`config.mk`:
```
export PLATFORM = sky130hd
export DESIGN_NAME = systolic_feed_controller
export DESIGN_NICKNAME = d
export VERILOG_FILES = /design/src/rtl/tpu_pkg.sv /design/src/rtl/systolic_valid_skew.sv /design/src/rtl/systolic_feed_controller.sv
export SDC_FILE = /design/constraint.sdc
export NUM_CORES = 1
export LEC_CHECK = 0
export BUFFER_PORTS_ARGS = -buffer_cell sky130_fd_sc_hd__buf_2
export CAP_MARGIN = 10
export CELL_PAD_IN_SITES_DETAIL_PLACEMENT = 0
export CELL_PAD_IN_SITES_GLOBAL_PLACEMENT = 2
export CORE_UTILIZATION = 30
export DETAILED_ROUTE_END_ITERATION = 10
export MAX_ROUTING_LAYER = met4
export PLACE_DENSITY = 0.81
export RECOVER_POWER = 25
export SLEW_MARGIN = 5
export SYNTH_ARGS = -nofsm -noshare
export SYNTH_HDL_FRONTEND = slang
export SYNTH_SLANG_ARGS = --single-unit
```
`constraint.sdc`:
```
create_clock -name clk -period 2.55 [get_ports clk]
set_input_delay 0.3825 -clock clk [delete_from_list [all_inputs] [get_ports clk]]
set_output_delay 0.3825 -clock clk [all_outputs]
set_load 0.05 [all_outputs]
```
`src/rtl/tpu_pkg.sv`:
```
// Shared TPU types: feed sequencer states and the common byte type.
// Imported by the systolic feed controller.
package tpu_pkg;

  typedef logic [7:0] byte_type;

  typedef enum logic [1:0] {
    IDLE  = 2'd0,
    FEED  = 2'd1,
    DRAIN = 2'd2,
    DONE  = 2'd3
  } feed_state_type;

endpackage

```
`src/rtl/systolic_valid_skew.sv`:
```
// Enable-gated diagonal valid skew: lane 0 is the live input bit,
// lane i is lane i-1 delayed by one enabled cycle.
module systolic_valid_skew #(
  parameter int WIDTH = 14
) (
  input  logic             clk,
  input  logic             rst,
  input  logic             en,
  input  logic             din,
  output logic [WIDTH-1:0] lane_valid
);

  generate
    if (WIDTH == 1) begin : g_one
      assign lane_valid = din;
    end else begin : g_shift
      logic [WIDTH-2:0] stages;

      always_ff @(posedge clk) begin
        if (rst) begin
          stages <= '0;
        end else if (en) begin
          stages <= lane_valid[WIDTH-2:0];
        end
      end

      assign lane_valid = {stages, din};
    end
  endgenerate

endmodule

```
`src/rtl/systolic_feed_controller.sv`:
```
// Matrix-multiply feed sequencer: buffer reads, setup enable, skew drain.
// Optional TPU_FEED_PERF_EN adds a saturating stall_count output.
module systolic_feed_controller
  import tpu_pkg::*;
#(
  parameter int MATRIX_WIDTH     = 14,
  parameter int ADDR_WIDTH       = 24,
  parameter int LENGTH_WIDTH     = 32,
  parameter int BUF_READ_LATENCY = 1
) (
  input  logic                    clk,
  input  logic                    rst,
  input  logic                    instr_valid,
  output logic                    instr_ready,
  input  logic [ADDR_WIDTH-1:0]   instr_addr,
  input  logic [LENGTH_WIDTH-1:0] instr_length,
  input  logic                    stall,
  output logic                    buf_rd_en,
  output logic [ADDR_WIDTH-1:0]   buf_rd_addr,
  output logic                    feed_valid,
  output logic                    setup_enable,
  output logic [MATRIX_WIDTH-1:0] lane_valid,
  output logic                    busy,
  output logic                    done
`ifdef TPU_FEED_PERF_EN
  ,
  output logic [31:0]             stall_count
`endif
);

  localparam int R  = BUF_READ_LATENCY;
  localparam int DW = $clog2(MATRIX_WIDTH + 1);

  feed_state_type          state;
  logic [ADDR_WIDTH-1:0]   addr_q;
  logic [LENGTH_WIDTH-1:0] remain;
  logic [R-1:0]            rd_pipe;
  logic [R-1:0]            pending;
  logic [DW-1:0]           drain_cnt;
  logic                    rd_fire;
  logic                    feed_done;

  assign rd_fire   = (state == FEED) && !stall
                   && (remain != '0);
  // reads still in flight after this cycle's returning one
  assign pending   = rd_pipe << 1;
  assign feed_done = (state == FEED) && (remain == '0)
                   && (pending == '0);

  always_ff @(posedge clk) begin
    if (rst) begin
      state     <= IDLE;
      addr_q    <= '0;
      remain    <= '0;
      rd_pipe   <= '0;
      drain_cnt <= '0;
    end else begin
      rd_pipe <= pending | R'(rd_fire);
      unique case (state)
        IDLE: begin
          if (instr_valid) begin
            addr_q <= instr_addr;
            remain <= instr_length;
            state  <= (instr_length == '0) ? DONE : FEED;
          end
        end
        FEED: begin
          if (rd_fire) begin
            addr_q <= addr_q + 1'b1;
            remain <= remain - 1'b1;
          end
          if (feed_done) begin
            drain_cnt <= DW'(MATRIX_WIDTH - 1);
            state     <= (MATRIX_WIDTH == 1) ? DONE : DRAIN;
          end
        end
        DRAIN: begin
          drain_cnt <= drain_cnt - 1'b1;
          if (drain_cnt == DW'(1)) begin
            state <= DONE;
          end
        end
        DONE: state <= IDLE;
        default: state <= IDLE;
      endcase
    end
  end

  assign instr_ready  = (state == IDLE);
  assign busy         = (state != IDLE);
  assign done         = (state == DONE);
  assign buf_rd_en    = rd_fire;
  assign buf_rd_addr  = addr_q;
  assign feed_valid   = rd_pipe[R-1];
  assign setup_enable = ((state == FEED) && feed_valid)
                      || (state == DRAIN);

  systolic_valid_skew #(
    .WIDTH(MATRIX_WIDTH)
  ) u_skew (
    .clk       (clk),
    .rst       (rst),
    .en        (setup_enable),
    .din       (feed_valid),
    .lane_valid(lane_valid)
  );

`ifdef TPU_FEED_PERF_EN
  logic [31:0] stall_q;

  always_ff @(posedge clk) begin
    if (rst) begin
      stall_q <= '0;
    end else if ((state == IDLE) && instr_valid) begin
      stall_q <= '0;
    end else if ((state == FEED) && stall
                 && (stall_q != '1)) begin
      stall_q <= stall_q + 1'b1;
    end
  end

  assign stall_count = stall_q;
`endif

endmodule

```
Word-level counts from Yosys, hierarchy flattened
Index checks and enable logic that the tools add are counted.
{"block": "classes", "n_reduce_logical": 16, "addsub": 3, "n_eq_ne": 8, "muxes": 13}
{"op": "32-bit logical NOT", "n": 2}
{"op": "32-bit 2-to-1 mux", "n": 2}
{"op": "32-bit one-hot mux with 2 select lines", "n": 1}
{"op": "24-bit 2-to-1 mux", "n": 2}
{"op": "24-bit one-hot mux with 2 select lines", "n": 1}
{"op": "32-bit nonzero test", "n": 1}
{"op": "32-bit by 1-bit subtractor with 32-bit output (second input constant)", "n": 1}
{"op": "24-bit by 1-bit adder with 24-bit output (second input constant)", "n": 1}
{"op": "2-bit 2-to-1 mux", "n": 4}
{"op": "2-bit inequality test (second input constant)", "n": 4}
{"op": "2-bit one-hot mux with 4 select lines", "n": 1}
{"op": "4-bit one-hot mux with 2 select lines", "n": 1}
{"op": "3-bit AND reduction", "n": 2}
{"op": "2-bit nonzero test", "n": 3}
{"op": "2-bit == test (second input constant)", "n": 2}
{"op": "4-bit by 1-bit == test with 1-bit output (second input constant)", "n": 1}
{"op": "1-bit logical AND", "n": 4}
{"op": "4-bit 2-to-1 mux", "n": 1}
{"op": "4-bit by 1-bit subtractor with 4-bit output (second input constant)", "n": 1}
{"op": "2-bit by 1-bit == test with 1-bit output (second input constant)", "n": 1}
{"op": "2-bit logical NOT", "n": 1}
{"op": "2-bit AND reduction", "n": 1}
{"op": "1-bit logical NOT", "n": 1}
{"op": "1-bit logical OR", "n": 1}
{"block": "totals", "register_bits": 76, "wordCells": 46, "out_inout_bits": 44, "inputBits": 60}

Depth between registers and ports, before layout
Gate-level depths: netlist (run 1).
{"block": "depth", "depth_word": 5, "mapped_depth": 10}

Modules after synthesis
Synthesis (run 1) repeated with hierarchy kept, for this count alone.
{"block": "unflattened", "cells_unflattened": 615, "area_unflattened_um2": 4863.4}
{"mod": "systolic_feed_controller", "cells_per_inst": 572, "seq_area_each_um2": 1261.2, "instances": 1, "area_per_inst_um2": 4381.7}
{"mod": "systolic_valid_skew", "cells_per_inst": 43, "seq_area_each_um2": 260.2, "instances": 1, "area_per_inst_um2": 481.7}

Least setup slack after synthesis (run 1)
OpenSTA, ideal clock, no wires.
{"block": "synth_timing", "path_type": "register to output", "startpoint": "register state[1]", "endpoint": "output buf_rd_en", "arrival_time_ns": 1.946, "slack_ns": 0.222, "stages_incl_launch_ff": 8, "path_cell_list": "dfxtp_1 -> inv_1 -> ha_1 -> buf_2 -> buf_1 -> o31ai_2 -> buf_2 -> nor2_1"}
{"block": "synth_via", "elab_chain_len": 3}
{"element": "start, declared", "line": "systolic_feed_controller.sv:34", "text": "feed_state_type state;"}
{"element": "start signal, assigned", "line": "systolic_feed_controller.sv:64", "text": "state <= (instr_length == '0) ? DONE : FEED;"}
{"element": "start signal, assigned", "line": "systolic_feed_controller.sv:74", "text": "state <= (MATRIX_WIDTH == 1) ? DONE : DRAIN;"}
{"element": "2-bit by 1-bit == test with 1-bit output", "line": "systolic_feed_controller.sv:43", "text": "assign rd_fire = (state == FEED) && !stall"}
{"element": "1-bit logical AND", "line": "systolic_feed_controller.sv:43"}
{"element": "1-bit logical AND", "line": "systolic_feed_controller.sv:44", "text": "&& (remain != '0);"}
{"element": "end, declared", "line": "systolic_feed_controller.sv:18", "text": "output logic buf_rd_en,"}
Every way passes these cells.

Worst setup path after layout (run 1)
{"block": "layout_timing", "startpoint": "register remain[4]", "endpoint": "output buf_rd_en"}
{"block": "layout_via", "elab_chain_len": 2}
{"element": "start, declared", "line": "systolic_feed_controller.sv:36", "text": "logic [LENGTH_WIDTH-1:0] remain;"}
{"element": "start signal, assigned", "line": "systolic_feed_controller.sv:63", "text": "remain <= instr_length;"}
{"element": "start signal, assigned", "line": "systolic_feed_controller.sv:70", "text": "remain <= remain - 1'b1;"}
{"element": "32-bit nonzero test", "line": "systolic_feed_controller.sv:44"}
{"element": "1-bit logical AND", "line": "systolic_feed_controller.sv:44"}
Every way passes these cells.

==> flow_summary.json, run 1 <==
{
  "status": "finished, final reports clean",
  "avgViaCountPerCell": 5.78,
  "worstSetupStartpointType": "flip-flop",
  "yosysMostFrequentCell": "a21oi_1",
  "fp-row-count": 45,
  "numCtsBuffers": 9,
  "peakVddDrop_mv": 0.552,
  "max_stage_delay_ns": 0.52,
  "syn_inst": 617,
  "antenna_left": 0,
  "min_from": "stall",
  "worstSetupPathType": "flip-flop to output port",
  "power_w": 0.00867,
  "clock_sinks": 76,
  "coreArea_um2": 15200,
  "maxCapViolations": 0,
  "min_period_ns": 2.45,
  "timing.fmax_mhz": 408,
  "drt_wl_total_um": 16300,
  "yosys_register_bits": 76,
  "slew_headroom_pct": 43.7,
  "dp_slack_ns": 0.241,
  "grt_pass1_wl_um": 26300,
  "drcViolationCount": 0,
  "final_cell_area_um2": 5780,
  "placed_area_um2": 5470,
  "ff2ff_setup_slack_ns": 0.27,
  "critical_path_required_ns": 2.17,
  "port_buffers": 103,
  "rr_endpoint": "buf_rd_addr[0]",
  "r2r_start": "state[0]",
  "area_delta_synth_final_pct": 23.8,
  "initial_core_util_pct": 30.7,
  "yosysSeqAreaShare_pct": 32.6,
  "antenna_found_initial": 0,
  "final_cells": 907,
  "dr.pass1.iters": 5,
  "synthDistinctLibCells": 63,
  "cts_max_path_buffers": 2,
  "worst_slack_ns": 0.0972,
  "yosys-top-cells-count": "83 x a21oi_1, 76 x dfxtp_1, 72 x nand2_1, 36 x nor2_1, 36 x o21ai_0",
  "drt_iter0_drc": 357,
  "whs_endpoint": "feed_valid",
  "dieWidth_um": 127,
  "grt_max_degree": 73,
  "track_usage_pct": 21.3,
  "skew_ns": 0.00864,
  "synth_ff_type": "dfxtp_1",
  "rsz0062_at_grt": "false",
  "clock_latency_ns": 0.35,
  "p_leak_nw": 2.12,
  "ff2ff_path_depth": 8,
  "yosysWarnings": 0,
  "synth.cell_area_um2": 4670,
  "synth-edff-count": 0,
  "period_share_pct": 96.2,
  "n_fill_cell": 1624,
  "dp.cells": 890,
  "fin_nets": 782,
  "crit_chain": "nor3_1, nand4_4, o31ai_4, nor2_1, buf_2",
  "powerDensity_nw_per_um2": 1500,
  "dp_hpwl_um": 11400,
  "hold_viol": 0,
  "end_kind": "output port",
  "syn-num-nets": 685,
  "multi_input_area_um2": 2890,
  "drv_slew": 0,
  "die_h_um": 127,
  "hold_path.class": "primary input to flip-flop",
  "n_antenna_cell": 0,
  "wire_per_inst_um": 17.9,
  "cp_max_fo": 7,
  "finalSetupViolations": 0,
  "min_path_cells": 2,
  "async_reset_ff_share_pct": 0,
  "pin_count": 104,
  "crit_slowest_cell": "nor3_1",
  "synth_area_leader_cell": "dfxtp_1",
  "cts_hold_buf": 0,
  "grt-ovfl-total": 0,
  "cts_tree": "done",
  "place.gp.congestion": 0.828,
  "regArea_um2": 1520,
  "root_buffer": "clkbuf_16",
  "worst_slew_pin_slew_ns": 0.844,
  "drive_gt1_share_pct": 19.9,
  "syn_avg_cell_area_um2": 7.57,
  "synth_top_area_share_pct": 32.6,
  "vias": 5240,
  "grt_pass1_vias": 5000,
  "synthTopCellsByArea": "dfxtp_1 33%, a21oi_1 8.9%, nand2_1 5.8%",
  "clk_pin_slew_ns": 0.06,
  "dieArea_um2": 16100,
  "htree_levels": 3,
  "tns_ns": 0,
  "cp_data_arrival_time_ns": 2.07
}
## worst max-delay path, delay by kind of cell (launching register included)
| kind | cells | cell delay (ns) |
|---|---|---|
| buf+inv | 1 | 0.21 |
| compound gates | 1 | 0.31 |
| simple gates | 3 | 0.84 |
| flops | 1 | 0.35 |
## routing by layer
layer	up-vias	global-route usage, %	wire length [um]
li1	2525	-	-
met1	2527	27.5	7670
met2	175	34.1	7530
met3	13	4.47	900
met4	0	4.97	166
met5	-	-	0
## logic make-up after synthesis
| kind of cell | synth area share, % |
|---|---|
| mux | 0.884 |
| flops | 32.6 |
| buf+inv | 6.19 |
| simple gates | 29.5 |
| fa+ha+maj | 2.14 |
| compound gates | 28.7 |
## report_power, final
group	switching, W	internal [W]	leakage [nW]
combinational	0.00346	0.00175	1.35
clock	0.000550	0.000858	0.149
sequential	0.000487	0.00157	0.623
## placed cells by master (no fill, tap or decap), drive strengths merged, types with 4 or more instances in the layout
| cell type | n |
|---|---|
| and4 | 4 |
| nor4 | 25 |
| a211oi | 8 |
| a22oi | 6 |
| o32ai | 21 |
| nor2b | 17 |
| nor2 | 36 |
| buf | 105 |
| a21oi | 83 |
| ha | 8 |
| nor3 | 30 |
| a32oi | 5 |
| or4 | 4 |
| nand3 | 17 |
| nor3b | 4 |
| or3 | 12 |
| o2bb2ai | 4 |
| and3 | 7 |
| nor4b | 5 |
| a21o | 4 |
| nand4 | 13 |
| dfxtp | 76 |
| clkbuf | 39 |
| a31oi | 13 |
| nand2 | 72 |
| o21ai | 39 |
| inv | 19 |
## worst max path at each step
stage | startpoint | end | cells after the start
finish | remain[4] | buf_rd_en | 5
floorplan | state[1] | buf_rd_en | 7
global placement | remain[0] | drain_cnt[1] | 8
CTS | remain[14] | buf_rd_en | 5
detailed placement | remain[0] | drain_cnt[1] | 8
global route | remain[15] | buf_rd_en | 5
## state kept, by name, summed over array words and instances (netlist names)
name and flops:
u_skew.g_shift.stages 13, buf_rd_addr 24, feed_valid 1, drain_cnt 4
remain 32, state 2
## per-stage QoR
step	hold WS (ns)	utilization, %
3_5_place_dp	0.455	36.0
3_3_place_gp	0.438	36.0
6_report	0.285	38.0
2_1_floorplan	0.449	-
4_1_cts	0.276	38.2
5_1_grt	0.284	38.0
## cell type report
type	count	area share, %
multi-input cells	474	49.9
flip-flops and latches	76	26.3
repair buffers	134	13.0
well taps	188	4.07
clock buffers	10	3.96
clock inverters	6	1.54
inverters	19	1.23
## what timing repair did
action,in CTS,in global routing
gates cloned,0,0
setup endpoints to repair,1,1
gates resized for setup,2,1
pin swaps,0,2
setup buffers,0,1
No activity file was read; power rests on OpenSTA's default activity.
==> run 2: changes to the inputs <==
Settings changed: CORE_UTILIZATION 30 to 32, CTS_BUF_LIST set to sky130_fd_sc_hd__clkbuf_4.
==> run 2 against run 1 <==
Compared with the run above: largest cell class unchanged; final area decreased by 2.0%; clock power decreased by 37%; via count decreased by 1.0%; die area decreased by 6.1%; critical path type unchanged; register-to-register slack got worse by 0.02 ns; non-clock buffer count increased by 2; wire length decreased by 2.3%; setup slack improved by 0.020 ns; core utilization increased by 2.3 points.
==> flow_summary.json, run 2 (synthesized netlist as in run 1, its figures left out) <==
{
  "worst_slew_pin_slew_ns": 0.858,
  "cts_hold_buf": 0,
  "path_delay_family": "simple AND/OR/NAND/NOR gates",
  "largest_register": "remain",
  "whs_endpoint": "buf_rd_addr[21]",
  "final_common_cell": "a21oi_1",
  "skew_ns": 0.0186,
  "pin_count": 104,
  "fp-row-count": 43,
  "ff2ff_setup_slack_ns": 0.25,
  "critical_path_required_ns": 2.17,
  "largest_reg_flops": 32,
  "timing.fmax_mhz": 411,
  "root_buffer": "clkbuf_4",
  "area_delta_synth_final_pct": 21.3,
  "final_cells": 902,
  "dr.pass1.iters": 5,
  "final_util_pct": 40.4,
  "numCtsBuffers": 9,
  "slew_headroom_pct": 42.8,
  "grt_pass1_vias": 4675,
  "cp_data_arrival_time_ns": 2.05,
  "die_h_um": 123,
  "status": "finished, final reports clean",
  "drv_slew": 0,
  "powerDensity_nw_per_um2": 1440,
  "hold_path.class": "primary input to flip-flop",
  "crit_chain": "nor4_4, nand3_4, o31ai_4, nor2_1, buf_4",
  "timing.critical_path.buf_inv": 1,
  "crit_slowest_cell": "dfxtp_1",
  "worstSetupStartpointType": "flip-flop",
  "min_from": "instr_addr[21]",
  "drcViolationCount": 0,
  "grt_max_degree": 73,
  "cts_tree": "done",
  "track_usage_pct": 22.2,
  "ff2ff_path_depth": 8,
  "grt-ovfl-total": 0,
  "period_share_pct": 95.4,
  "coreArea_um2": 14000,
  "p_leak_nw": 2.06,
  "antenna_left": 0,
  "maxCapViolations": 0,
  "hold_viol": 0,
  "place.gp.congestion": 0.823,
  "min_period_ns": 2.43,
  "mostFrequentLayoutCells": "82 x a21oi_1, 73 x dfxtp_1, 72 x nand2_1, 72 x buf_2",
  "fin_nets": 784,
  "initial_core_util_pct": 33.3,
  "tns_ns": 0,
  "clk_pin_slew_ns": 0.14,
  "cp_max_fo": 8,
  "drt_wl_total_um": 15900,
  "antenna_found_initial": 1,
  "port_buffers": 103,
  "finalSetupViolations": 0,
  "drive_gt1_share_pct": 21.5,
  "drt_iter0_drc": 321,
  "wire_per_inst_um": 17.6,
  "dieWidth_um": 123,
  "dp.cells": 882,
  "worstSetupPathType": "flip-flop to output port",
  "dp_hpwl_um": 11000,
  "peakVddDrop_mv": 0.736,
  "clock_sinks": 76,
  "dieArea_um2": 15100,
  "rr_endpoint": "buf_rd_addr[0]",
  "cts_max_path_buffers": 2,
  "r2r_start": "state[0]",
  "grt_pass1_wl_um": 25200,
  "end_kind": "output port",
  "min_path_cells": 3,
  "vias": 5186,
  "rsz0062_at_grt": "false",
  "clock_latency_ns": 0.46,
  "n_fill_cell": 1503,
  "avgViaCountPerCell": 5.75,
  "max_stage_delay_ns": 0.39,
  "htree_levels": 3
}
==> run 2: cell types whose count changed in the layout (fill, tap and decap cells not counted), sizes merged <==
cell / delta
clkbuf: +1
clkinv: -1
clkinvlp: +1
diode: +1
inv: +1
==> run 2: timing repair <==
item / in CTS / in global routing
resized for setup: 5 / 14
setup buffers: 0 / 3
setup endpoints to repair: 2 / 2
pin swaps: 3 / 5
gates cloned: 0 / 0
==> run 2: worst max-delay path by stage <==
| stage | startpoint | to | slack [ns] | depth (start not counted) |
|---|---|---|---|---|
| floorplan | state[1] | buf_rd_en | 0.22 | 7 |
| global placement | state[0] | remain[25] | 0.28 | 9 |
| detailed placement | state[0] | buf_rd_addr[0] | 0.25 | 8 |
| CTS | remain[0] | buf_rd_en | -0.001 | 7 |
| global route | remain[8] | buf_rd_en | 0.005 | 5 |
| finish | remain[20] | buf_rd_en | 0.12 | 5 |
==> run 2: metal layers <==
layer	share of wire [%]	track usage, %	routed length [um]
met2	45	33.2	7160
met3	6.2	4.83	990
met5	0	-	0
met4	0.82	5.03	131
met1	48	30.4	7620
==> run 2: area by class of cell <==
type	count	area, um^2	area share, %
antenna	1	2.50	0.0442
timing repair buffer	136	757	13.4
clock inverter	7	100	1.77
inverter	19	71.3	1.26
tap	180	225	3.97
clock buffer	9	67.6	1.19
sequential	76	1530	26.9
multi-input combinational	474	2920	51.5
==> run 2: worst register-to-register path, stage by stage, from the launching register on <==
cell and delay [ns]:
dfxtp_1 0.41, inv_1 0.09, ha_1 0.21, nor2b_1 0.17
a211oi_2 0.43, o41ai_4 0.18, buf_12 0.25, or3_1 0.33
a31oi_1 0.16
==> run 2: power breakdown <==
part / total [W] / internal [W] / switching [W]
clock: 0.000891 / 0.000401 / 0.000490
combinational: 0.00520 / 0.00176 / 0.00344
sequential: 0.00207 / 0.00157 / 0.000497
total: 0.00816 / 0.00373 / 0.00443
==> run 2: through the flow <==
stage | cell area, um^2 | hold WS (ns) | worst slack, ns | power [W]
floorplan | 4670 | 0.449 | 0.222 | 0.00564
global placement | 5450 | 0.437 | 0.280 | 0.00708
detailed placement | 5450 | 0.444 | 0.253 | 0.00711
CTS | 5640 | 0.119 | -0.00140 | 0.00808
global route | 5670 | 0.129 | 0.00543 | 0.00880
finish | 5670 | 0.154 | 0.117 | 0.00816
==> run 3: changes to the inputs <==
Settings changed: RECOVER_POWER 25 to unset.
==> run 3 against run 2 <==
Compared with the run above: setup slack better by 0.0020 ns; sequential share of layout area decreased by 0.19 points; clock-buffer cell count unchanged; critical path depth is the same; final cell count unchanged; die area unchanged; sequential cell count stayed put; power up 0.37%; register-to-register slack barely moved; clock skew down 0.00075 ns; final area up 0.71%; via count decreased by 0.54%; largest cell class unchanged.
==> flow_summary.json, run 3 (synthesized netlist as in run 1, its figures left out) <==
{
  "dieWidth_um": 123,
  "path_delay_family": "simple AND/OR/NAND/NOR gates",
  "fin_hold_ws_ns": 0.153,
  "final_cells": 902,
  "worstSetupPathType": "flip-flop to output port",
  "port_buffers": 103,
  "place.gp.congestion": 0.823,
  "initial_core_util_pct": 33.3,
  "clk_pin_slew_ns": 0.14,
  "timing.critical_path.buf_inv": 1,
  "coreArea_um2": 14000,
  "antenna_left": 0,
  "crit_chain": "nor4_4, nand4_2, o31ai_4, nor2_1, buf_4",
  "drcViolationCount": 0,
  "grt_max_degree": 73,
  "worstSetupStartpointType": "flip-flop",
  "worst_slack_ns": 0.119,
  "placed_area_um2": 5450,
  "root_buffer": "clkbuf_4",
  "fin_nets": 784,
  "peakVddDrop_mv": 0.734,
  "fp-row-count": 43,
  "pin_count": 104,
  "antenna_found_initial": 1,
  "r2r_start": "state[0]",
  "ff2ff_setup_slack_ns": 0.25,
  "area_delta_synth_final_pct": 22.2,
  "largest_register": "remain",
  "min_period_ns": 2.43,
  "skew_ns": 0.0179,
  "cts_tree": "done",
  "rr_endpoint": "buf_rd_addr[0]",
  "clock_sinks": 76,
  "max_stage_delay_ns": 0.39,
  "p_leak_nw": 2.18,
  "track_usage_pct": 22.2,
  "largest_reg_flops": 32,
  "finalSetupViolations": 0,
  "min_from": "instr_addr[21]",
  "timing.fmax_mhz": 411,
  "slew_headroom_pct": 42.7,
  "cts_max_path_buffers": 2,
  "dp.cells": 882,
  "die_h_um": 123,
  "worst_slew_pin_slew_ns": 0.860,
  "min_path_cells": 3,
  "grt_pass1_wl_um": 25200,
  "drv_slew": 0,
  "grt_pass1_vias": 4675,
  "clock_latency_ns": 0.46,
  "crit_slowest_cell": "nor4_4",
  "vias": 5158,
  "drt_iter0_drc": 370,
  "htree_levels": 3,
  "cp_data_arrival_time_ns": 2.05,
  "whs_endpoint": "buf_rd_addr[21]",
  "wire_per_inst_um": 17.5,
  "status": "finished, final reports clean",
  "end_kind": "output port",
  "period_share_pct": 95.3,
  "dieArea_um2": 15100,
  "final_cell_area_um2": 5710,
  "dr.pass1.iters": 5,
  "avgViaCountPerCell": 5.72,
  "rsz0062_at_grt": "false",
  "critical_path_required_ns": 2.17,
  "drt_wl_total_um": 15800,
  "drive_gt1_share_pct": 25.7,
  "ff2ff_path_depth": 8,
  "hold_path.class": "primary input to flip-flop",
  "mostFrequentLayoutCells": "101 x buf_2, 82 x a21oi_1, 73 x dfxtp_1, 72 x nand2_1",
  "tns_ns": 0,
  "hold_viol": 0,
  "grt-ovfl-total": 0,
  "final_common_cell": "buf_2",
  "critPathLaunch": "remain[8]",
  "cp_max_fo": 6,
  "dp_hpwl_um": 11000,
  "dp_slack_ns": 0.253,
  "numCtsBuffers": 9,
  "powerDensity_nw_per_um2": 1440,
  "maxCapViolations": 0
}
## run 3: stage by stage
step | utilization [%] | power (W)
after floorplan | - | 0.00564
after global placement | 38.8 | 0.00708
after detailed placement | 38.8 | 0.00711
after CTS | 40.2 | 0.00808
after global routing | 40.6 | 0.00883
final | 40.6 | 0.00819
## run 3: worst max-delay path by stage
stage | endpoint | slack, ns | cells past startpoint
2_1_floorplan | buf_rd_en | 0.22 | 7
3_3_place_gp | remain[25] | 0.28 | 9
3_5_place_dp | buf_rd_addr[0] | 0.25 | 8
4_1_cts | buf_rd_en | -0.001 | 7
5_1_grt | buf_rd_en | 0.005 | 5
6_report | buf_rd_en | 0.12 | 5
## run 3: repair_timing
action,in CTS,in global routing
setup buffers,0,3
hold buffers,0,0
setup endpoints to repair,2,2
pin swaps,3,5
gates resized for setup,5,14
## run 3: where the power goes
part / internal (W) / total, W / switching, W / leakage [nW]
combinational: 0.00179 / 0.00524 / 0.00344 / 1.48
sequential: 0.00157 / 0.00206 / 0.000496 / 0.624
clock: 0.000401 / 0.000892 / 0.000491 / 0.0788
## run 3: layout make-up
cell class | count | area [um^2]
fill | 1489 | 8330
multi-input combinational | 474 | 2920
sequential | 76 | 1530
timing repair buffer | 136 | 797
tap | 180 | 225
clock inverter | 7 | 100
inverter | 19 | 71.3
clock buffer | 9 | 67.6
antenna | 1 | 2.50
## run 3: worst reg2reg max path, stage by stage, from the launching register on
cell and delay (ns):
dfxtp_1 0.41, inv_1 0.09, ha_1 0.21, nor2b_1 0.17, a211oi_2 0.43, o41ai_4 0.18
buf_12 0.25, or3_1 0.33, a31oi_1 0.16
## run 3: routing by layer
metal | part of all wire [%] | wire [um] | global-route usage, % | up-vias
met5 | 0 | 0 | - | -
met4 | 0.79 | 125 | 5.03 | 0
met1 | 48 | 7670 | 30.4 | 2469
met2 | 45 | 7170 | 33.2 | 146
met3 | 5.4 | 859 | 4.83 | 10
li1 | - | - | - | 2533
